`src/rtl/multicore_sobel_cpu_0_dct_packer.sv`:
```
// Trace-frame packer for the per-core debug trace buffer. It packs 2-bit atoms into a
// 15-atom frame and hands full or flushed frames to the OCI sink through a one-entry slot.
module multicore_sobel_cpu_0_dct_packer (
  input  logic        clk,
  input  logic        reset_n,
  input  logic        atom_valid,
  input  logic [1:0]  atom,
  output logic        atom_ready,
  input  logic        flush,
  output logic        frame_valid,
  input  logic        frame_ready,
  output logic [29:0] frame_data,
  output logic [3:0]  frame_count,
  output logic [29:0] dct_buffer,
  output logic [3:0]  dct_count,
  output logic        overflow,
  input  logic        overflow_clr
);

  localparam int          ATOM_W = 2;
  localparam int          DEPTH  = 15;
  localparam logic [3:0]  FULL   = 4'(DEPTH);

  logic        flush_pending;
  logic        slot_free;
  logic        accept;
  logic        drop;
  logic        transfer;
  logic [3:0]  idx;
  logic [29:0] buffer_next;
  logic [3:0]  count_next;
  logic        pending_next;

  // atom_ready is advisory and must not depend on atom_valid or flush.
  assign slot_free  = !frame_valid || frame_ready;
  assign atom_ready = (dct_count != FULL) || slot_free;
  assign accept     = atom_valid && atom_ready;
  assign drop       = atom_valid && !atom_ready;
  assign transfer   = slot_free &&
                      ((dct_count == FULL) || (flush_pending && (dct_count != 4'd0)));

  // NOTE: every always_comb output gets a default before any conditional write, so no latch is inferred.
  always_comb begin
    buffer_next = transfer ? '0 : dct_buffer;
    idx         = transfer ? 4'd0 : dct_count;
    if (accept) buffer_next[{idx, 1'b0} +: ATOM_W] = atom;
    count_next  = (transfer ? 4'd0 : dct_count) + {3'b000, accept};
    // A pending flush survives while its partial frame waits for the slot;
    // an empty flush with nothing arriving simply evaporates.
    pending_next = flush ||
                   (flush_pending && !transfer && !((dct_count == 4'd0) && !accept));
  end

  // NOTE: sequential state uses non-blocking assignments so every register samples pre-edge values.
  always_ff @(posedge clk or negedge reset_n) begin
    if (!reset_n) begin
      dct_buffer    <= '0;
      dct_count     <= '0;
      flush_pending <= 1'b0;
      frame_valid   <= 1'b0;
      frame_data    <= '0;
      frame_count   <= '0;
      overflow      <= 1'b0;
    end else begin
      dct_buffer    <= buffer_next;
      dct_count     <= count_next;
      flush_pending <= pending_next;

      if (transfer) begin
        frame_valid <= 1'b1;
        frame_data  <= dct_buffer;
        frame_count <= dct_count;
      end else if (frame_ready) begin
        frame_valid <= 1'b0;
      end

      // A drop wins over a simultaneous clear so no loss goes unreported.
      if (drop)              overflow <= 1'b1;
      else if (overflow_clr) overflow <= 1'b0;
    end
  end

endmodule

```
`config.mk`:
```
export PLATFORM = sky130hd
export DESIGN_NAME = multicore_sobel_cpu_0_dct_packer
export DESIGN_NICKNAME = d
export VERILOG_FILES = /design/src/rtl/multicore_sobel_cpu_0_dct_packer.sv
export SDC_FILE = /design/constraint.sdc
export NUM_CORES = 1
export LEC_CHECK = 0
export ABC_CLOCK_PERIOD_IN_PS = 4100
export CORE_ASPECT_RATIO = 1.25
export CORE_UTILIZATION = 23
export DETAILED_ROUTE_END_ITERATION = 8
export SETUP_SLACK_MARGIN = 0.2
export SYNTH_ARGS = -nofsm -noshare
export SYNTH_HDL_FRONTEND = slang
export SYNTH_SLANG_ARGS = --single-unit
```
`constraint.sdc`:
```
create_clock -name clk -period 4.1 [get_ports clk]
set_input_delay 0.615 -clock clk [delete_from_list [all_inputs] [get_ports clk]]
set_output_delay 0.615 -clock clk [all_outputs]
set_load 0.02 [all_outputs]
```
* After elaboration in Yosys (flattened, before gate mapping)
Index checks and enable logic that the tools add are counted.
** Cells by class
- Multipliers :: 0
- Divide/modulo/power cells :: 0
- Equal/unequal tests :: 2
- Shift operators :: 2
- $add $sub $neg :: 2
- $lt $le $gt $ge :: 0
- Muxes and demuxes :: 8
- Reduce and logical (&&, ||, !) cells :: 20
- Bitwise logic cells :: 0
** Operators by type and width (count)
- $mux W30 :: 2
- $bwmux W30 :: 1
- $shift A2 B7 Y30 const A :: 1
- $shiftx A2 B7 Y30 :: 1
- $logic_and A1 B1 Y1 :: 7
- $neg A5 Y7 :: 1
- $logic_not A1 Y1 :: 5
- $add A4 B1 Y4 :: 1
- $eq A4 B4 Y1 const B :: 1
- $logic_not A4 Y1 :: 1
- $logic_or A1 B1 Y1 :: 4
- $mux W1 :: 4
- $mux W4 :: 1
- $ne A4 B4 Y1 const B :: 1
- $reduce_bool A2 Y1 :: 2
- $reduce_bool A4 Y1 :: 1
** Word-level totals
- Bits in registers :: 71
- Latch bits :: 0
- Output and inout bits :: 71
- ROM bits :: 0
- RAM bits :: 0
- Memories :: 0

* Logic depth before layout (Yosys ltp)
Gate-level depths: netlist of run 1.
- Word-level depth :: 9
- Depth in mapped cells :: 11

* Least setup slack after synthesis of run 1
No wires, ideal clock.
- Path kind :: reg-to-reg
- Start :: register dct_count[0]
- End :: register dct_buffer[13]
- Setup time :: 0.126 ns
- Cell stages (with the launch flop) :: 11
- Period minus slack after synthesis :: 3.039 ns
- Arrival time :: 2.913 ns
- Slack :: 1.061 ns
- Required time :: 3.974 ns
- Path through :: dfrtp_1 nor4_1 or4_1 buf_2 nand2_1 ha_1 nor2b_1 o21ba_2 nor4b_1 nand2_1 mux2i_1
** On the way
- Word-level cells in the longest chain between the ends :: 9
- Elaborated cells on any way between the ends :: 15
** RTL lines
- start: declaration :: RTL line 15 : output logic [3:0] dct_count,
- start signal: assignment :: RTL line 66 : dct_count <= count_next;
- $reduce_bool A4 Y1 :: RTL line 40 : ((dct_count == FULL) || (flush_pending && (dct_count != 4'd0)));
- $logic_and A1 B1 Y1 :: RTL line 40
- $logic_or A1 B1 Y1 :: RTL line 40
- $logic_and A1 B1 Y1 :: RTL line 39 : assign transfer = slot_free &&
- $mux W4 :: RTL line 45 : idx = transfer ? 4'd0 : dct_count;
- $neg A5 Y7 :: RTL line 46 : if (accept) buffer_next[{idx, 1'b0} +: ATOM_W] = atom;
- $shiftx A2 B7 Y30 or $shift A2 B7 Y30 (tied branches) :: RTL line 46
- $bwmux W30 :: RTL line 46
- $mux W30 (*) :: RTL line 46
- net buffer_next[13] :: RTL line 30 : logic [29:0] buffer_next;
- end signal: assignment :: RTL line 65 : dct_buffer <= buffer_next;
- end: declaration :: RTL line 14 : output logic [29:0] dct_buffer,
Mark *: on every way through the listed nets, which the timed path passes. The rest lies on a longest branch.
A chain may end at the register's enable or synchronous reset.

* Worst setup path after layout of run 1
- Start :: register dct_count[3]
- End :: register dct_buffer[17]
Same word-level chain as after synthesis.

==> results of run 1 <==
worst max-delay path: stages (launching register included):
cell and delay, ns:
dfrtp_1 0.65, a31oi_1 0.27, or4_2 0.71, nand2_1 0.11
ha_1 0.26, nor2b_1 0.29, a31oi_1 0.14, nor4_1 0.66
o21ai_0 0.21
metrics by stage:
stage,std cells,setup WS (ns)
floorplan,341,1.061
global placement,575,0.5298
detailed placement,575,0.4189
CTS,591,0.6976
global route,591,0.3805
finish,591,0.6509
kinds of logic after synthesis:
group           count (synthesis)  synth area share
fa+ha+maj                       5           0.01964
mux                            24           0.07541
compound gates                 31           0.06913
xor+xnor                        2          0.005500
simple gates                  181            0.2384
flops                          71            0.5577
buf+inv                        27           0.03417
metal layers:
layer	GRT usage	wire length, µm	vias to the layer above
met5	0	0	-
met4	0.05632	179	0
met3	0.03082	398	13
met2	0.2082	4193	81
met1	0.1551	3658	1296
li1	-	-	1274
report_power, final:
part	internal [W]	switching [W]
clock	0.000564	0.000297
sequential	0.000834	0.000149
combinational	0.000443	0.000705
total	0.00184	0.00115
final cells by class:
| type | instances | area [µm²] | area share |
|---|---|---|---|
| clock buffers | 11 | 252.7 | 0.05650 |
| clock inverters | 5 | 80.08 | 0.01790 |
| inverters | 7 | 26.28 | 0.005874 |
| multi-input cells | 243 | 1308 | 0.2923 |
| flip-flops and latches | 71 | 1777 | 0.3972 |
| well taps | 171 | 214.0 | 0.04783 |
| repair buffers | 83 | 815.8 | 0.1824 |
sequential cells by signal, indices dropped and copies added, names as in the netlist:
name	cells
dct_count	4
frame_data	30
dct_buffer	30
flush_pending	1
frame_valid	1
frame_count	4
overflow	1
how the worst max path moves through the flow:
stage               cells after the start    startpoint             end  slack [ns]
global placement                        9   frame_ready  dct_buffer[16]        0.53
detailed placement                      9   frame_ready  dct_buffer[17]        0.42
global route                            8  dct_count[3]  dct_buffer[17]        0.38
finish                                  8  dct_count[3]  dct_buffer[17]        0.65
floorplan                              10  dct_count[0]  dct_buffer[13]        1.06
CTS                                     8  dct_count[3]  dct_buffer[17]        0.70
placed cells by master, fill, tap and decap left out, types with 4 or more instances in the layout:
| master | count |
|---|---|
| nand2_1 | 142 |
| clkdlybuf4s50_1 | 77 |
| dfrtp_1 | 71 |
| mux2i_1 | 24 |
| clkbuf_16 | 9 |
| o21ai_0 | 8 |
| inv_1 | 7 |
| nor2_1 | 6 |
| buf_4 | 6 |
| nand3_1 | 5 |
| nand4_1 | 5 |
| ha_1 | 5 |
| nor3_1 | 4 |
| or3_1 | 4 |
==> impl_metrics.csv, run 1 <==
group,metric,value,unit
drt,route.vias.total,2664,
synthesis,synth_area,0.003186,mm²
drt,routed_wirelength,8430,µm
floorplanning,dieArea,0.01433,mm²
clock_tree,htreeDepth,3,
clock_tree,clk_pin_slew,0.06,ns
critical_path,worstPathRequired,4.27,ns
grt,grt_pass1_vias,2604,
synthesis,synth_top_area_cell,"dfrtp_1",
final_layout,area_delta_synth_final,40.42,%
floorplanning,fp.dieH,133.6,µm
grt,grt-ovfl-total,0,
critical_path,crit_arrival,3.62,ns
worst_hold_path,worstHoldPathType,"primary input to async pin",
final_layout,fin_nets,428,
power,p_leak,2.075,nW
critical_path,r2r_slack,0.65,ns
synthesis,synth_top_area_frac,0.5577,
synthesis,ys_types,41,
synthesis,synthTopCellsByArea,"dfrtp_1 (56%), nand2_1 (17%), mux2i_1 (7.5%), ha_1 (2.0%), clkbuf_1 (1.3%)",
timing,final_max_slew_viol_count,0,
final_layout,fin_area,0.004473,mm²
timing,maxSlewHeadroom,0.3861,
synthesis,async_flop_share,1.000,
timing,fin_crit,3.449,ns
critical_path,reg2reg_from,"dct_count[3]",
synthesis,yosysSeqAreaShare,0.5577,
timing,worstMarginPinSlew,0.9208,ns
timing,rsz0062_at_grt,"no",
clock_tree,cts_resized,0,
grt,grt_start_max_net_pins,72,
timing,tns,0,ns
clock_tree,cts_num_sinks,71,
job,max_cap_viol_count,0,
synthesis,synth_commonest_cells,"nand2_1 (142), dfrtp_1 (71), mux2i_1 (24)",
clock_tree,numCtsBuffers,9,
critical_path,crit_type,"flip-flop to flip-flop",
timing,fmax,0.2899,GHz
final_layout,nFillCells,1407,
synthesis,syn_nets,354,
placement,placed_cell_area,0.004140,mm²
status,status,"complete, no violations",
placement,gp_congestion,0.8501,
clock_tree,root_buffer,"clkbuf_16",
clock_tree,cts_buffer_depth,2,
clock_tree,post_cts_buffers,0,
timing,timing.final.crit_share,0.8412,
grt,grt_pass1_wl,13840,µm
timing,clock_skew,0.004327,ns
grt,grt.total_usage,0.1262,
synthesis,synth_cells,341,
clock_tree,cts_tree,"built",
final_layout,final_layout_size_suffix_gt1_frac,0.05952,
floorplanning,ioPinCount,79,
synthesis,ys.flop_type,"dfrtp_1",
timing,finalHoldViolCount,0,
drt,dr.pass1.iters,5,
synthesis,synth-seq-cells,71,
critical_path,r2r_end,"dct_buffer[17]",
floorplanning,dieWidth,107.3,µm
final_layout,utilization,0.3336,
synthesis,synth.avg_cell_area,9.342,µm²
drt,vias_per_cell,4.508,
floorplanning,core,0.01341,mm²
critical_path,endpoint_kind,"flip-flop",
timing,setup_viol_count_final,0,
placement,dp_hpwl,6038,µm
drt,route.detailed.drc,0,
timing,whs,0.4111,ns
synthesis,yosysWarnings,0,
final_layout,diodes,0,
power,powerDensity,668.8,mW/mm²
placement,numPortBuffers,78,
synthesis,synth_edf_count,0,
grt,antenna_found_initial,0,
power,power,0.002992,W
floorplanning,initial_utilization,0.2376,
drt,drtIter0Drc,140,
critical_path,critPathLaunchType,"flip-flop",
critical_path,worstPathMaxFanout,15,
drt,ant_nets,0,
clock_tree,hold_buffers,0,
drt,drt-wirelength-per-cell,14.26,µm
power,ir_drop,0.3182,mV
synthesis,synth.most_common_cell,"nand2_1",
floorplanning,fp-row-count,47,
critical_path,reg2regPathDepth,8,
clock_tree,clk_latency,0.33,ns
No activity file was read; power rests on OpenSTA's default activity.
==> inputs of run 2 (changes only) <==
--- a/config.mk
+++ b/config.mk
@@ -5,7 +5,7 @@
 export SDC_FILE = /design/constraint.sdc
 export NUM_CORES = 1
 export LEC_CHECK = 0
-export ABC_CLOCK_PERIOD_IN_PS = 4100
+export ABC_CLOCK_PERIOD_IN_PS = 3200
 export CORE_ASPECT_RATIO = 1.25
 export CORE_UTILIZATION = 23
 export DETAILED_ROUTE_END_ITERATION = 8
==> constraint.sdc (replaced) <==
create_clock -name clk -period 3.2 [get_ports clk]
set_input_delay 0.48 -clock clk [delete_from_list [all_inputs] [get_ports clk]]
set_output_delay 0.48 -clock clk [all_outputs]
set_load 0.02 [all_outputs]
==> run 2 against run 1 <==
  * First-iteration DRC count decreased by 19%
  * Cell count increased by 2.0%
  * Combinational power increased by 39%
  * Non-clock buffer count increased by 12
  * Clock skew increased by 0.0021 ns
  * Sequential power increased by 26%
  * Critical endpoint is now dct_buffer[19]
  * Largest cell class unchanged
  * Largest power group unchanged
==> impl_metrics.csv, run 2 (synthesized netlist as in run 1, its figures left out) <==
group,metric,value,unit
timing,rsz0062_at_grt,"no",
final_layout,fin_nets,440,
final_layout,multi_input_area,0.001335,mm²
clock_tree,clk_pin_slew,0.06,ns
clock_tree,cts_buffer_depth,2,
clock_tree,numCtsBuffers,9,
critical_path,cp_slowest_cell,"or4_2",
timing,timing.final.crit_share,0.8997,
final_layout,diodes,0,
drt,route.detailed.drc,0,
power,power,0.003986,W
critical_path,crit_arrival,3.08,ns
power,ir_drop,0.3572,mV
floorplanning,initial_utilization,0.2376,
floorplanning,dieArea,0.01433,mm²
drt,ant_nets,0,
worst_hold_path,worstHoldPathType,"primary input to async pin",
final_layout,fin_area,0.004613,mm²
placement,gp_congestion,0.9120,
grt,grt_pass1_wl,14060,µm
floorplanning,ioPinCount,79,
floorplanning,fp.dieH,133.6,µm
timing,fmax,0.3473,GHz
power,powerDensity,864.0,mW/mm²
clock_tree,htreeDepth,3,
final_layout,seq_area,0.001782,mm²
timing,final_max_slew_viol_count,0,
timing,setup_viol_count_final,0,
final_layout,final_layout_size_suffix_gt1_frac,0.1088,
clock_tree,root_buffer,"clkbuf_16",
drt,drt-wirelength-per-cell,14.32,µm
critical_path,crit_type,"primary input to flip-flop",
final_layout,area_delta_synth_final,44.82,%
timing,clock_skew,0.006380,ns
drt,dr.pass1.iters,4,
timing,maxSlewHeadroom,0.4040,
final_layout,utilization,0.3441,
critical_path,crit_top_cell,"nor2b_1",
drt,routed_wirelength,8635,µm
critical_path,worstPathMaxFanout,6,
power,p_leak,2.147,nW
final_layout,final_cell_mix,"nand2_1 (142), clkdlybuf4s50_1 (77), dfrtp_1 (67), mux2i_1 (24), buf_4 (17)",
grt,antenna_found_initial,0,
job,max_cap_viol_count,0,
floorplanning,core,0.01341,mm²
clock_tree,cts_num_sinks,71,
critical_path,critPathLaunchType,"primary input",
timing,finalHoldViolCount,0,
clock_tree,clk_latency,0.33,ns
drt,route.vias.total,2720,
floorplanning,fp-row-count,47,
drt,vias_per_cell,4.511,
drt,drtIter0Drc,113,
critical_path,worstPathCellList,"clkdlybuf4s50_1 > nor2b_1 > or4_2 > nand2_1 > ha_2 > nor2b_1 > a221o_1 > or3_1 > mux2i_1",
grt,grt-ovfl-total,0,
final_layout,top_regs,"dct_buffer (30), frame_data (30)",
placement,placed_cell_area,0.004237,mm²
timing,fin_crit,2.879,ns
critical_path,crit_start,"frame_ready",
placement,numPortBuffers,78,
timing,worstMarginPinSlew,0.8939,ns
floorplanning,dieWidth,107.3,µm
status,status,"complete, no violations",
grt,grt.total_usage,0.1274,
clock_tree,cts_tree,"built",
critical_path,reg2reg_from,"dct_count[0]",
critical_path,max_stage_delay,0.70,ns
final_layout,nFillCells,1397,
critical_path,worstPathRequired,3.41,ns
grt,grt_start_max_net_pins,72,
critical_path,endpoint_kind,"flip-flop",
placement,dp_hpwl,6213,µm
final_layout,final_common_cell,"nand2_1",
grt,grt_pass1_vias,2735,
## run 2: cell type report
type,instances,share of cell area
inverter,7,0.005696
multi-input combinational,243,0.2894
sequential,71,0.3862
clock buffer,10,0.05180
tap,171,0.04638
timing repair buffer,95,0.1972
clock inverter,6,0.02333
## run 2: path summary, 6_finish.rpt
| check | endpoint | slack, ns | cells after the start |
|---|---|---|---|
| setup reg to reg | dct_buffer[19] | 0.37 | 8 |
| hold / removal | frame_data[24] | 0.27 | 1 |
| max in group asynchronous | dct_count[3] | 2.31 | 1 |
| hold reg to reg | frame_data[12] | 0.47 | 2 |
| min in group clk | frame_data[12] | 0.47 | 2 |
| setup / recovery | dct_buffer[19] | 0.32 | 9 |
## run 2: stage by stage
stage / std cells / hold WS [ns] / setup slack [ns] / setup TNS, ns
finish: 603 / 0.2667 / 0.3209 / 0
detailed placement: 587 / 0.4627 / -0.1104 / -0.5348
global route: 603 / 0.3436 / 0.2216 / 0
CTS: 603 / 0.3100 / 0.2066 / 0
global placement: 587 / 0.4578 / -0.01728 / -0.04779
floorplan: 341 / 0.1844 / 0.3766 / 0
## run 2: power breakdown
| part | switching [W] | total, W | internal, W |
|---|---|---|---|
| clock network | 0.000373 | 0.00115 | 0.000779 |
| logic | 0.000965 | 0.00160 | 0.000632 |
| registers | 0.000163 | 0.00124 | 0.00107 |
## run 2: repair_timing
item	CTS	global route
endpoints found under the setup margin	0	28
buffers inserted	0	0
gates resized for setup	0	10
hold buffers	0	0
## run 2: critical path, delay by kind of cell
| family | cells | cell delay, ns |
|---|---|---|
| AO/OA/AOI/OAI | 1 | 0.41 |
| adder cells (fa/ha/maj) | 1 | 0.23 |
| buffers and inverters | 1 | 0.47 |
| multiplexers | 1 | 0.15 |
| AND/OR/NAND/NOR | 5 | 1.33 |
## run 2: layer usage
metal | routed length, µm | global-route usage | vias up
met1 | 3746 | 0.1577 | 1337
met2 | 4381 | 0.2129 | 64
met4 | 161 | 0.05327 | 0
met3 | 346 | 0.02740 | 17
met5 | 0 | 0 | -
li1 | - | - | 1302
